$ cat src/rtl/decode_if.sv
// Handshake and data bundle between the IF/ID register, write-back, EX and the decode stage.
// slave = the decode stage itself, master = whatever drives its inputs.
interface decode_if #(
   parameter int XLEN  = 32,
   parameter int AW    = 5,
   parameter int CNT_W = 16
);
   logic             in_valid;
   logic             in_ready;
   logic [31:0]      in_instr;
   logic [XLEN-1:0]  in_pc_plus4;
   logic             wb_we;
   logic [AW-1:0]    wb_waddr;
   logic [XLEN-1:0]  wb_wdata;
   logic             ex_mem_read;
   logic [AW-1:0]    ex_rt;
   logic             flush;
   logic             out_valid;
   logic             out_ready;
   logic [5:0]       out_opcode;
   logic [5:0]       out_funct;
   logic [4:0]       out_shamt;
   logic [AW-1:0]    out_rs;
   logic [AW-1:0]    out_rt;
   logic [AW-1:0]    out_rd;
   logic [XLEN-1:0]  out_rs_val;
   logic [XLEN-1:0]  out_rt_val;
   logic [XLEN-1:0]  out_imm_ext;
   logic [XLEN-1:0]  out_jump_target;
   logic [XLEN-1:0]  out_pc_plus4;
   logic [CNT_W-1:0] stall_cnt;

   modport master (
      output in_valid, in_instr, in_pc_plus4, wb_we, wb_waddr, wb_wdata,
             ex_mem_read, ex_rt, flush, out_ready,
      input  in_ready, out_valid, out_opcode, out_funct, out_shamt, out_rs, out_rt,
             out_rd, out_rs_val, out_rt_val, out_imm_ext, out_jump_target,
             out_pc_plus4, stall_cnt
   );

   modport slave (
      input  in_valid, in_instr, in_pc_plus4, wb_we, wb_waddr, wb_wdata,
             ex_mem_read, ex_rt, flush, out_ready,
      output in_ready, out_valid, out_opcode, out_funct, out_shamt, out_rs, out_rt,
             out_rd, out_rs_val, out_rt_val, out_imm_ext, out_jump_target,
             out_pc_plus4, stall_cnt
   );
endinterface

$ cat src/rtl/decode_stage.sv
// MIPS instruction-decode stage: register file with write-back bypass, field/immediate decode,
// load-use interlock, flush and ID/EX output register. Optional macro: DECODE_HOLD_REFRESH_EN.
module decode_stage #(
   parameter int XLEN  = 32,
   parameter int NREG  = 32,
   parameter int CNT_W = 16
) (
   input logic      clk,
   input logic      rst_n,
   decode_if.slave  bus
);
   localparam int AW = $clog2(NREG);

   function automatic logic [AW-1:0] fld(input logic [4:0] f);
      logic [AW+4:0] ext;
      ext = {{AW{1'b0}}, f};
      return ext[AW-1:0];
   endfunction

   function automatic logic [XLEN-1:0] imm_extend(input logic [5:0] op, input logic [15:0] imm);
      logic [XLEN-1:0]        zx;
      logic signed [XLEN-1:0] sx;
      zx = {{(XLEN-16){1'b0}}, imm};
      sx = {{(XLEN-16){imm[15]}}, imm};
      case (op)
         6'h0C, 6'h0D, 6'h0E: return zx;
         6'h0F:               return zx << 16;
         default:             return sx;
      endcase
   endfunction

   logic [XLEN-1:0]  rf_q [NREG];
   logic             wb_hit;
   logic [31:0]      instr;
   logic [5:0]       opcode_d, funct_d;
   logic [4:0]       shamt_d;
   logic [AW-1:0]    rs_d, rt_d, rd_d;
   logic [XLEN-1:0]  rs_val_d, rt_val_d, imm_d, jt_d;
   logic             hazard, advance, in_ready;

   logic             out_valid_q;
   logic [5:0]       opcode_q, funct_q;
   logic [4:0]       shamt_q;
   logic [AW-1:0]    rs_q, rt_q, rd_q;
   logic [XLEN-1:0]  rs_val_q, rt_val_q, imm_q, jt_q, pc4_q;
   logic [CNT_W-1:0] cnt_q;

   assign instr    = bus.in_instr;
   assign wb_hit   = bus.wb_we && (bus.wb_waddr != '0);
   assign opcode_d = instr[31:26];
   assign funct_d  = instr[5:0];
   assign shamt_d  = instr[10:6];
   assign rs_d     = fld(instr[25:21]);
   assign rt_d     = fld(instr[20:16]);
   assign rd_d     = fld(instr[15:11]);
   assign imm_d    = imm_extend(instr[31:26], instr[15:0]);
   assign jt_d     = {bus.in_pc_plus4[XLEN-1:28], instr[25:0], 2'b00};

   // Same-cycle write-back is forwarded so the reader never sees the stale entry
   always_comb begin
      rs_val_d = rf_q[rs_d];
      rt_val_d = rf_q[rt_d];
      if (wb_hit && bus.wb_waddr == rs_d) rs_val_d = bus.wb_wdata;
      if (wb_hit && bus.wb_waddr == rt_d) rt_val_d = bus.wb_wdata;
      if (rs_d == '0) rs_val_d = '0;
      if (rt_d == '0) rt_val_d = '0;
   end

   assign hazard   = bus.in_valid && bus.ex_mem_read && (bus.ex_rt != '0) &&
                     ((bus.ex_rt == rs_d) || (bus.ex_rt == rt_d));
   assign advance  = !out_valid_q || bus.out_ready;
   assign in_ready = bus.flush || (advance && !hazard);

   always_ff @(posedge clk) begin
      if (!rst_n) begin
         for (int i = 0; i < NREG; i++) rf_q[i] <= '0;
      end else if (wb_hit) begin
         rf_q[bus.wb_waddr] <= bus.wb_wdata;
      end
   end

   always_ff @(posedge clk) begin
      if (!rst_n) begin
         out_valid_q <= 1'b0;
         opcode_q    <= '0;
         funct_q     <= '0;
         shamt_q     <= '0;
         rs_q        <= '0;
         rt_q        <= '0;
         rd_q        <= '0;
         rs_val_q    <= '0;
         rt_val_q    <= '0;
         imm_q       <= '0;
         jt_q        <= '0;
         pc4_q       <= '0;
      end else if (bus.flush) begin
         out_valid_q <= 1'b0;
      end else if (hazard && advance) begin
         out_valid_q <= 1'b0;
      end else if (bus.in_valid && in_ready) begin
         out_valid_q <= 1'b1;
         opcode_q    <= opcode_d;
         funct_q     <= funct_d;
         shamt_q     <= shamt_d;
         rs_q        <= rs_d;
         rt_q        <= rt_d;
         rd_q        <= rd_d;
         rs_val_q    <= rs_val_d;
         rt_val_q    <= rt_val_d;
         imm_q       <= imm_d;
         jt_q        <= jt_d;
         pc4_q       <= bus.in_pc_plus4;
      end else if (advance && !bus.in_valid) begin
         out_valid_q <= 1'b0;
      end else begin
`ifdef DECODE_HOLD_REFRESH_EN
         // Held operands track write-back so EX sees the current value on release
         if (wb_hit && bus.wb_waddr == rs_q) rs_val_q <= bus.wb_wdata;
         if (wb_hit && bus.wb_waddr == rt_q) rt_val_q <= bus.wb_wdata;
`else
         out_valid_q <= out_valid_q;
`endif
      end
   end

   always_ff @(posedge clk) begin
      if (!rst_n) begin
         cnt_q <= '0;
      end else if (hazard && !bus.flush && (cnt_q != {CNT_W{1'b1}})) begin
         cnt_q <= cnt_q + CNT_W'(1);
      end
   end

   assign bus.in_ready        = in_ready;
   assign bus.out_valid       = out_valid_q;
   assign bus.out_opcode      = opcode_q;
   assign bus.out_funct       = funct_q;
   assign bus.out_shamt       = shamt_q;
   assign bus.out_rs          = rs_q;
   assign bus.out_rt          = rt_q;
   assign bus.out_rd          = rd_q;
   assign bus.out_rs_val      = rs_val_q;
   assign bus.out_rt_val      = rt_val_q;
   assign bus.out_imm_ext     = imm_q;
   assign bus.out_jump_target = jt_q;
   assign bus.out_pc_plus4    = pc4_q;
   assign bus.stall_cnt       = cnt_q;
endmodule
$ cat src/flat_wrapper.sv
// flat-port wrapper written by rule: the top's interface ports become plain ports
module decode_stage_flat 
#(
   parameter int XLEN  = 32,
   parameter int NREG  = 32,
   parameter int CNT_W = 16
)
  (clk, rst_n, bus_in_valid, bus_in_instr, bus_in_pc_plus4, bus_wb_we, bus_wb_waddr, bus_wb_wdata, bus_ex_mem_read, bus_ex_rt, bus_flush, bus_out_ready, bus_in_ready, bus_out_valid, bus_out_opcode, bus_out_funct, bus_out_shamt, bus_out_rs, bus_out_rt, bus_out_rd, bus_out_rs_val, bus_out_rt_val, bus_out_imm_ext, bus_out_jump_target, bus_out_pc_plus4, bus_stall_cnt);
  decode_if #(.XLEN(XLEN), .CNT_W(CNT_W)) bus_i ();
  input logic clk;
  input logic rst_n;
  input wire logic [$bits(bus_i.in_valid)-1:0] bus_in_valid;
  input wire logic [$bits(bus_i.in_instr)-1:0] bus_in_instr;
  input wire logic [$bits(bus_i.in_pc_plus4)-1:0] bus_in_pc_plus4;
  input wire logic [$bits(bus_i.wb_we)-1:0] bus_wb_we;
  input wire logic [$bits(bus_i.wb_waddr)-1:0] bus_wb_waddr;
  input wire logic [$bits(bus_i.wb_wdata)-1:0] bus_wb_wdata;
  input wire logic [$bits(bus_i.ex_mem_read)-1:0] bus_ex_mem_read;
  input wire logic [$bits(bus_i.ex_rt)-1:0] bus_ex_rt;
  input wire logic [$bits(bus_i.flush)-1:0] bus_flush;
  input wire logic [$bits(bus_i.out_ready)-1:0] bus_out_ready;
  output wire logic [$bits(bus_i.in_ready)-1:0] bus_in_ready;
  output wire logic [$bits(bus_i.out_valid)-1:0] bus_out_valid;
  output wire logic [$bits(bus_i.out_opcode)-1:0] bus_out_opcode;
  output wire logic [$bits(bus_i.out_funct)-1:0] bus_out_funct;
  output wire logic [$bits(bus_i.out_shamt)-1:0] bus_out_shamt;
  output wire logic [$bits(bus_i.out_rs)-1:0] bus_out_rs;
  output wire logic [$bits(bus_i.out_rt)-1:0] bus_out_rt;
  output wire logic [$bits(bus_i.out_rd)-1:0] bus_out_rd;
  output wire logic [$bits(bus_i.out_rs_val)-1:0] bus_out_rs_val;
  output wire logic [$bits(bus_i.out_rt_val)-1:0] bus_out_rt_val;
  output wire logic [$bits(bus_i.out_imm_ext)-1:0] bus_out_imm_ext;
  output wire logic [$bits(bus_i.out_jump_target)-1:0] bus_out_jump_target;
  output wire logic [$bits(bus_i.out_pc_plus4)-1:0] bus_out_pc_plus4;
  output wire logic [$bits(bus_i.stall_cnt)-1:0] bus_stall_cnt;
  assign bus_i.in_valid = bus_in_valid;
  assign bus_i.in_instr = bus_in_instr;
  assign bus_i.in_pc_plus4 = bus_in_pc_plus4;
  assign bus_i.wb_we = bus_wb_we;
  assign bus_i.wb_waddr = bus_wb_waddr;
  assign bus_i.wb_wdata = bus_wb_wdata;
  assign bus_i.ex_mem_read = bus_ex_mem_read;
  assign bus_i.ex_rt = bus_ex_rt;
  assign bus_i.flush = bus_flush;
  assign bus_i.out_ready = bus_out_ready;
  assign bus_in_ready = bus_i.in_ready;
  assign bus_out_valid = bus_i.out_valid;
  assign bus_out_opcode = bus_i.out_opcode;
  assign bus_out_funct = bus_i.out_funct;
  assign bus_out_shamt = bus_i.out_shamt;
  assign bus_out_rs = bus_i.out_rs;
  assign bus_out_rt = bus_i.out_rt;
  assign bus_out_rd = bus_i.out_rd;
  assign bus_out_rs_val = bus_i.out_rs_val;
  assign bus_out_rt_val = bus_i.out_rt_val;
  assign bus_out_imm_ext = bus_i.out_imm_ext;
  assign bus_out_jump_target = bus_i.out_jump_target;
  assign bus_out_pc_plus4 = bus_i.out_pc_plus4;
  assign bus_stall_cnt = bus_i.stall_cnt;
  decode_stage #(.XLEN(XLEN), .NREG(NREG), .CNT_W(CNT_W)) u_core (.clk(clk), .rst_n(rst_n), .bus(bus_i));
endmodule
$ cat config.mk
export PLATFORM = sky130hd
export DESIGN_NAME = decode_stage_flat
export DESIGN_NICKNAME = d
export VERILOG_FILES = /design/src/rtl/decode_if.sv /design/src/rtl/decode_stage.sv /design/src/flat_wrapper.sv
export SDC_FILE = /design/constraint.sdc
export NUM_CORES = 2
export LEC_CHECK = 0
export ABC_AREA = 0
export BUFFER_PORTS_ARGS = -buffer_cell sky130_fd_sc_hd__buf_2
export CORE_MARGIN = 5
export CORE_UTILIZATION = 30
export CTS_CLUSTER_SIZE = 40
export DETAILED_ROUTE_END_ITERATION = 16
export HOLD_SLACK_MARGIN = 0.12
export PLACE_DENSITY_LB_ADDON = 0.05
export SLEW_MARGIN = 20
export SYNTH_ARGS = -nofsm -noshare
export SYNTH_HDL_FRONTEND = slang
export SYNTH_SLANG_ARGS = --single-unit
$ cat constraint.sdc
create_clock -name clk -period 4.4 [get_ports clk]
set_input_delay 0.22 -clock clk [delete_from_list [all_inputs] [get_ports clk]]
set_output_delay 0.22 -clock clk [all_outputs]
set_load 0.05 [all_outputs]
After elaboration in Yosys (flattened, before gate mapping)
Memory sizes are Yosys's and may differ from the RTL's.
Index checks and enable logic that the tools add are counted.
- add/sub/neg operators: 1
- equality and inequality tests: 9
- mux-type cells: 14
- bitwise logic cells: 3
- reduce and logical (&&, ||, !) cells: 28
- operator list (cell ; count):
    $mux 32 ; 5
    $pmux 32 s2 ; 1
    $reduce_or 32->1 ; 1
    $eq 6x4->1 const B ; 4
    $eq 5x5->1 ; 4
    $add 16x1->16 const B ; 1
    $ne 16x16->1 const B ; 1
    $logic_and 1x1->1 ; 12
    $logic_not 5->1 ; 2
    $reduce_bool 5->1 ; 2
    $mux 1 ; 7
    $reduce_or 3->1 ; 2
    $mux 5 ; 1
    $logic_not 1->1 ; 4
    $logic_or 1x1->1 ; 3
    $not 1->1 ; 3
    $reduce_and 3->1 ; 1
    $reduce_bool 2->1 ; 1
- bits in registers: 207
- bits in writable memories: 1024
- bits of input ports: 113
- output and inout port bits: 210
- word-level logic and storage cells: 69
- memories kept: 1
- memory list (name ; words ; width ; read ports ; clocked after Yosys merged registers in ; wr ports ; line ; text):
    u_core.rf_q ; 32 ; 32 ; 2 ; 0 ; 32 ; decode_stage.sv:32 ; logic [XLEN-1:0] rf_q [NREG];

Logic depth before layout (Yosys ltp)
- word-level depth: 8
- mapped depth: 10
- gate-level depth less buffers: 6

Least setup slack after synthesis
OpenSTA, ideal clock, no wires.
- path kind: input to register
- start: input bus_wb_waddr[4]
- end: memory u_core.rf_q[16][0], enable pin
- library setup time: 0.466 ns
- data arrival time: 3.348 ns
- path slack: 0.587 ns
- stages on the path: 5
- path through: clkbuf_1 -> nand3_1 -> or3_1 -> clkbuf_1 -> o21ai_0
- RTL lines (element ; line ; text):
    from (decl) ; flat_wrapper.sv:16 ; input wire logic [$bits(bus_i.wb_waddr)-1:0] bus_wb_waddr;
    to (decl) ; decode_stage.sv:32 ;

Worst setup path after layout
- start: input bus_in_instr[21]
- end: register u_core.rs_val_q[25] (netlist: u_core.bus.out_rs_val[25])
- word-level cells in the longest chain between the ends: 8
- elaborated cells between the ends (all ways): 16
- those cells by class: 2 x eq/ne; 2 x mux; 1 x bitwise; 10 x reduce/logical; 1 x memory
- ends and longest elaborated chain (element ; line ; text):
    from (decl) ; flat_wrapper.sv:13 ; input wire logic [$bits(bus_i.in_instr)-1:0] bus_in_instr;
    parallel branches: the longest is 8 deep, another holds $mem_v2 32x32 ; n/a ;
    to (signal assigned) ; decode_stage.sv:108 ; rs_val_q <= rs_val_d;
    to (decl) ; decode_stage.sv:45 ; logic [XLEN-1:0] rs_val_q, rt_val_q, imm_q, jt_q, pc4_q;
Several ways; the timed one is not identified.
A chain may end at the register's enable or synchronous reset.

==> metrics.md <==
| Metric | Value |
|---|---|
| Mux share of post-synthesis cell area | 25.0% |
| Clock Pin Slew Worst Setup and Hold Paths | 0.06 ns |
| Core Region | 204000 um^2 |
| Worst Clk Skew | 0.0300 ns |
| Post_cts resized | 0 |
| DR iter-0 viols | 3623 |
| Worst Max-Slew Pin Slew | 1.17 ns |
| Hold path depth | 4 |
| Xor/xnor share of the synthesized area | 0.300% |
| DRC violations left | 0 |
| Post-Synthesis Cell Area | 61400 um^2 |
| Clk_lat worst skew | 0.80 ns |
| Fin crit share | 79.3% |
| Root Buffer | clkbuf_16 |
| Top-area cell type share of the netlist area | 50.1% |
| # setup viols final | 0 |
| IO Port Bufs | 320 |
| Status | finished, final reports clean |
| GRT Total Usage | 22.2% |
| Nets | 4394 |
| # IOs | 323 |
| First-pass GRT wire length | 332000 um |
| Leading area contributor after synthesis | edfxtp_1 |
| Tmin final | 3.49 ns |
| Max-cap violations | 0 |
| Final WL | 241000 um |
| Gr ovfl total | 0 |
| Slew Limit Fails | 0 |
| ANT nets after route | 0 |
| LEAKAGE | 25.2 nW |
| Die W | 462 um |
| H-tree levels | 4 |
| Crit Path Category | in -> reg |
| Worst Setup End Kind | flip-flop |
| Ys Warns | 0 |
| Critical path peak fanout | 47 |
| # Post-CTS Setup Buffers | 0 |
| Path depth of the worst reg2reg path | 7 |
| P_int | 21.5 mW |
| CTS max path bufs | 3 |
| CTS Buf Count | 147 |
| Unrepaired setup endpoints after global routing | no |
| Hpwl dp | 142000 um |
| DR vias | 37214 |
| Worst vdd rail ir drop | 0.426 mV |
| Die Area | 214000 um^2 |
| HP Start | bus_in_instr[16] |
| Critical Path AT | 4.18 ns |
| FF-to-FF Start | u_core.bus.out_valid$_SDFFE_PP0P_ |
| Area of the multi-input gates | 25700 um^2 |
| Synth top area cells | edfxtp_1 (50%), mux4_2 (23%), and2_1 (10%), dfxtp_1 (5.8%), clkbuf_1 (1.9%) |
| Switch share | 26.6% |
| Area Growth Syn to Fin | 17.8% |
| Vias in the first global route | 38652 |
| Largest net degree at the start of global routing | 102 |
| Initial Util | 30.1% |
| Post-synthesis simple-gate area fraction | 13.1% |
| Via density | 5.23 |
| Comb power frac | 12.9% |
| Clock group share of total power | 41.6% |
| Setup_tns | 0 ns |
| Worst EP required | 5.09 ns |
| Yosys cell types | 49 |
| Slew headroom | 21.9% |
| Largest family of logic cells by synthesized area | multiplexers |
| Adder-Cell Fraction of Synth Area | 0.0204% |
| Final hold vios | 0 |
| DR pass1 iterations | 8 |
| Pwr dens | 405 nW/um^2 |
| Post-DR wirelength/cell | 33.9 um |
| Startpoint types | input pin |
| EDFF count, synth | 1024 |
| CTS tree | yes |
| Switching power total | 7.77 mW |
| Register Area | 34300 um^2 |
| Clk sink count | 1201 |
| Flops & latches, synth | 1201 |
| FILL cells | 19365 |
| Commonest non-fill, non-tap cells in the layout | edfxtp_1 (1024), and2_1 (1007), mux4_2 (635) |
| Share of layout cells above drive strength 1 | 32.8% |
| Chip Height | 462 um |
| Avg Inst Size Synth | 15.4 um^2 |
| Sequential share of power | 45.5% |
| Cell count after synthesis | 4000 |
| Routability cong. | 0.779 |
| Hold Buf Count CTS | 94 |
| Post-synth ARST share | 0% |
| Fmax | 0.287 GHz |
| Sequential-to-total area share from yosys stat | 55.8% |
| Most common library cell in the layout ignoring fill and taps | edfxtp_1 |
| Final core utilization | 35.4% |
| Initial antenna violation count | 44 |
| CP startpoint | bus_in_instr[21] |
| Synth Flop Type | edfxtp_1 |
| Synth Area in Compound Gates | 2.32% |
| Min-Delay Path Class | in -> reg |
| FP Rows | 166 |
## routing by layer
metal	vias up	GRT usage [%]	routed length, um
li1	15885	-	-
met1	19791	30.0	105000
met2	1222	36.1	115000
met3	314	4.13	12900
met4	2	7.40	8090
met5	-	0	11
## flip-flops by register name (all words and copies together), names as in the netlist
name	cells
u_core.rf_q	1024
u_core.bus.out_imm_ext	32
u_core.bus.out_rs_val	32
u_core.bus.out_rt_val	32
u_core.bus.out_pc_plus4	31
u_core.bus.stall_cnt	16
u_core.bus.out_jump_target	6
u_core.bus.out_opcode	6
u_core.bus.out_funct	5
u_core.bus.out_rd	4
u_core.bus.out_rs	4
u_core.bus.out_rt	4
u_core.bus.out_shamt	4
u_core.bus.out_valid	1
## logic make-up after synthesis
group                      Yosys count
DFF                               1201
and+or+nand+nor                   1374
xor gates and xnor gates            21
adders and majority gates            1
buffers and inverters              458
muxes                              730
other                                1
AOI/OAI and AO/OA                  214
## worst max-delay path, stage by stage
cell and delay [ns]:
dlygate4sd3_1 0.58, buf_8 0.58, buf_12 0.39, mux4_2 0.56, mux4_2 0.54, mux2_2 0.30
a221o_1 0.31, dlygate4sd3_1 0.55
## worst paths after layout
kind	end	slack (ns)
hold reg to reg	u_core.bus.out_imm_ext[8]$_SDFFE_PN0P_	0.45
hold / removal	u_core.bus.out_rt[0]$_SDFFE_PN0P_	0.17
setup reg to reg	u_core.bus.out_rs_val[25]$_SDFFE_PN0P_	1.54
setup / recovery	u_core.bus.out_rs_val[25]$_SDFFE_PN0P_	0.91
## through the flow
| step | cells | power [mW] | cell area, um^2 | hold slack, ns | setup slack, ns |
|---|---|---|---|---|---|
| global route | 7098 | 30.3 | 72300 | 0.167 | 0.841 |
| CTS | 7092 | 29.6 | 72200 | 0.123 | 0.922 |
| floorplan | 4033 | 15.8 | 61500 | 0.297 | 0.587 |
| global placement | 6725 | 17.3 | 66600 | 0.437 | 0.971 |
| finish | 7115 | 29.3 | 72300 | 0.166 | 0.910 |
| detailed placement | 6725 | 17.3 | 66600 | 0.444 | 1.05 |
## cell type report
type                       instances  share of cell area (%)
tap                             2688                    4.65
clock buffer                     201                    5.77
clock inverter                    72                   0.770
antenna                           23                  0.0796
inverter                           2                  0.0173
multi-input combinational       2374                    35.6
timing repair buffer             554                    5.68
sequential                      1201                    47.4
## synthesized netlist by cell type (all sizes together) (2+ instances only)
library cell / count
a221o: 62
nand3b: 3
nor4b: 2
dfxtp: 177
a21oi: 89
or3: 4
clkbuf: 314
and2: 1007
mux2i: 33
nand4: 5
or4: 9
o31ai: 4
nand3: 34
buf: 142
o41ai: 3
mux4: 635
xnor2: 6
nand2b: 10
nor2: 41
nor3: 6
nor2b: 4
nor4: 10
o211ai: 2
mux2: 62
xor2: 15
nand2: 168
o21ai: 48
inv: 2
or2: 2
edfxtp: 1024
and3: 64
## power groups by stage
stage / sequential [mW] / combinational (mW) / clock (mW)
6_report: 13.3 / 3.77 / 12.2
5_1_grt: 13.4 / 3.94 / 12.9
4_1_cts: 13.3 / 3.81 / 12.5
2_1_floorplan: 13.7 / 2.04 / 0
3_3_place_gp: 13.5 / 3.74 / 0
3_5_place_dp: 13.6 / 3.73 / 0
Note: power is estimated with default switching activity, not from simulation.
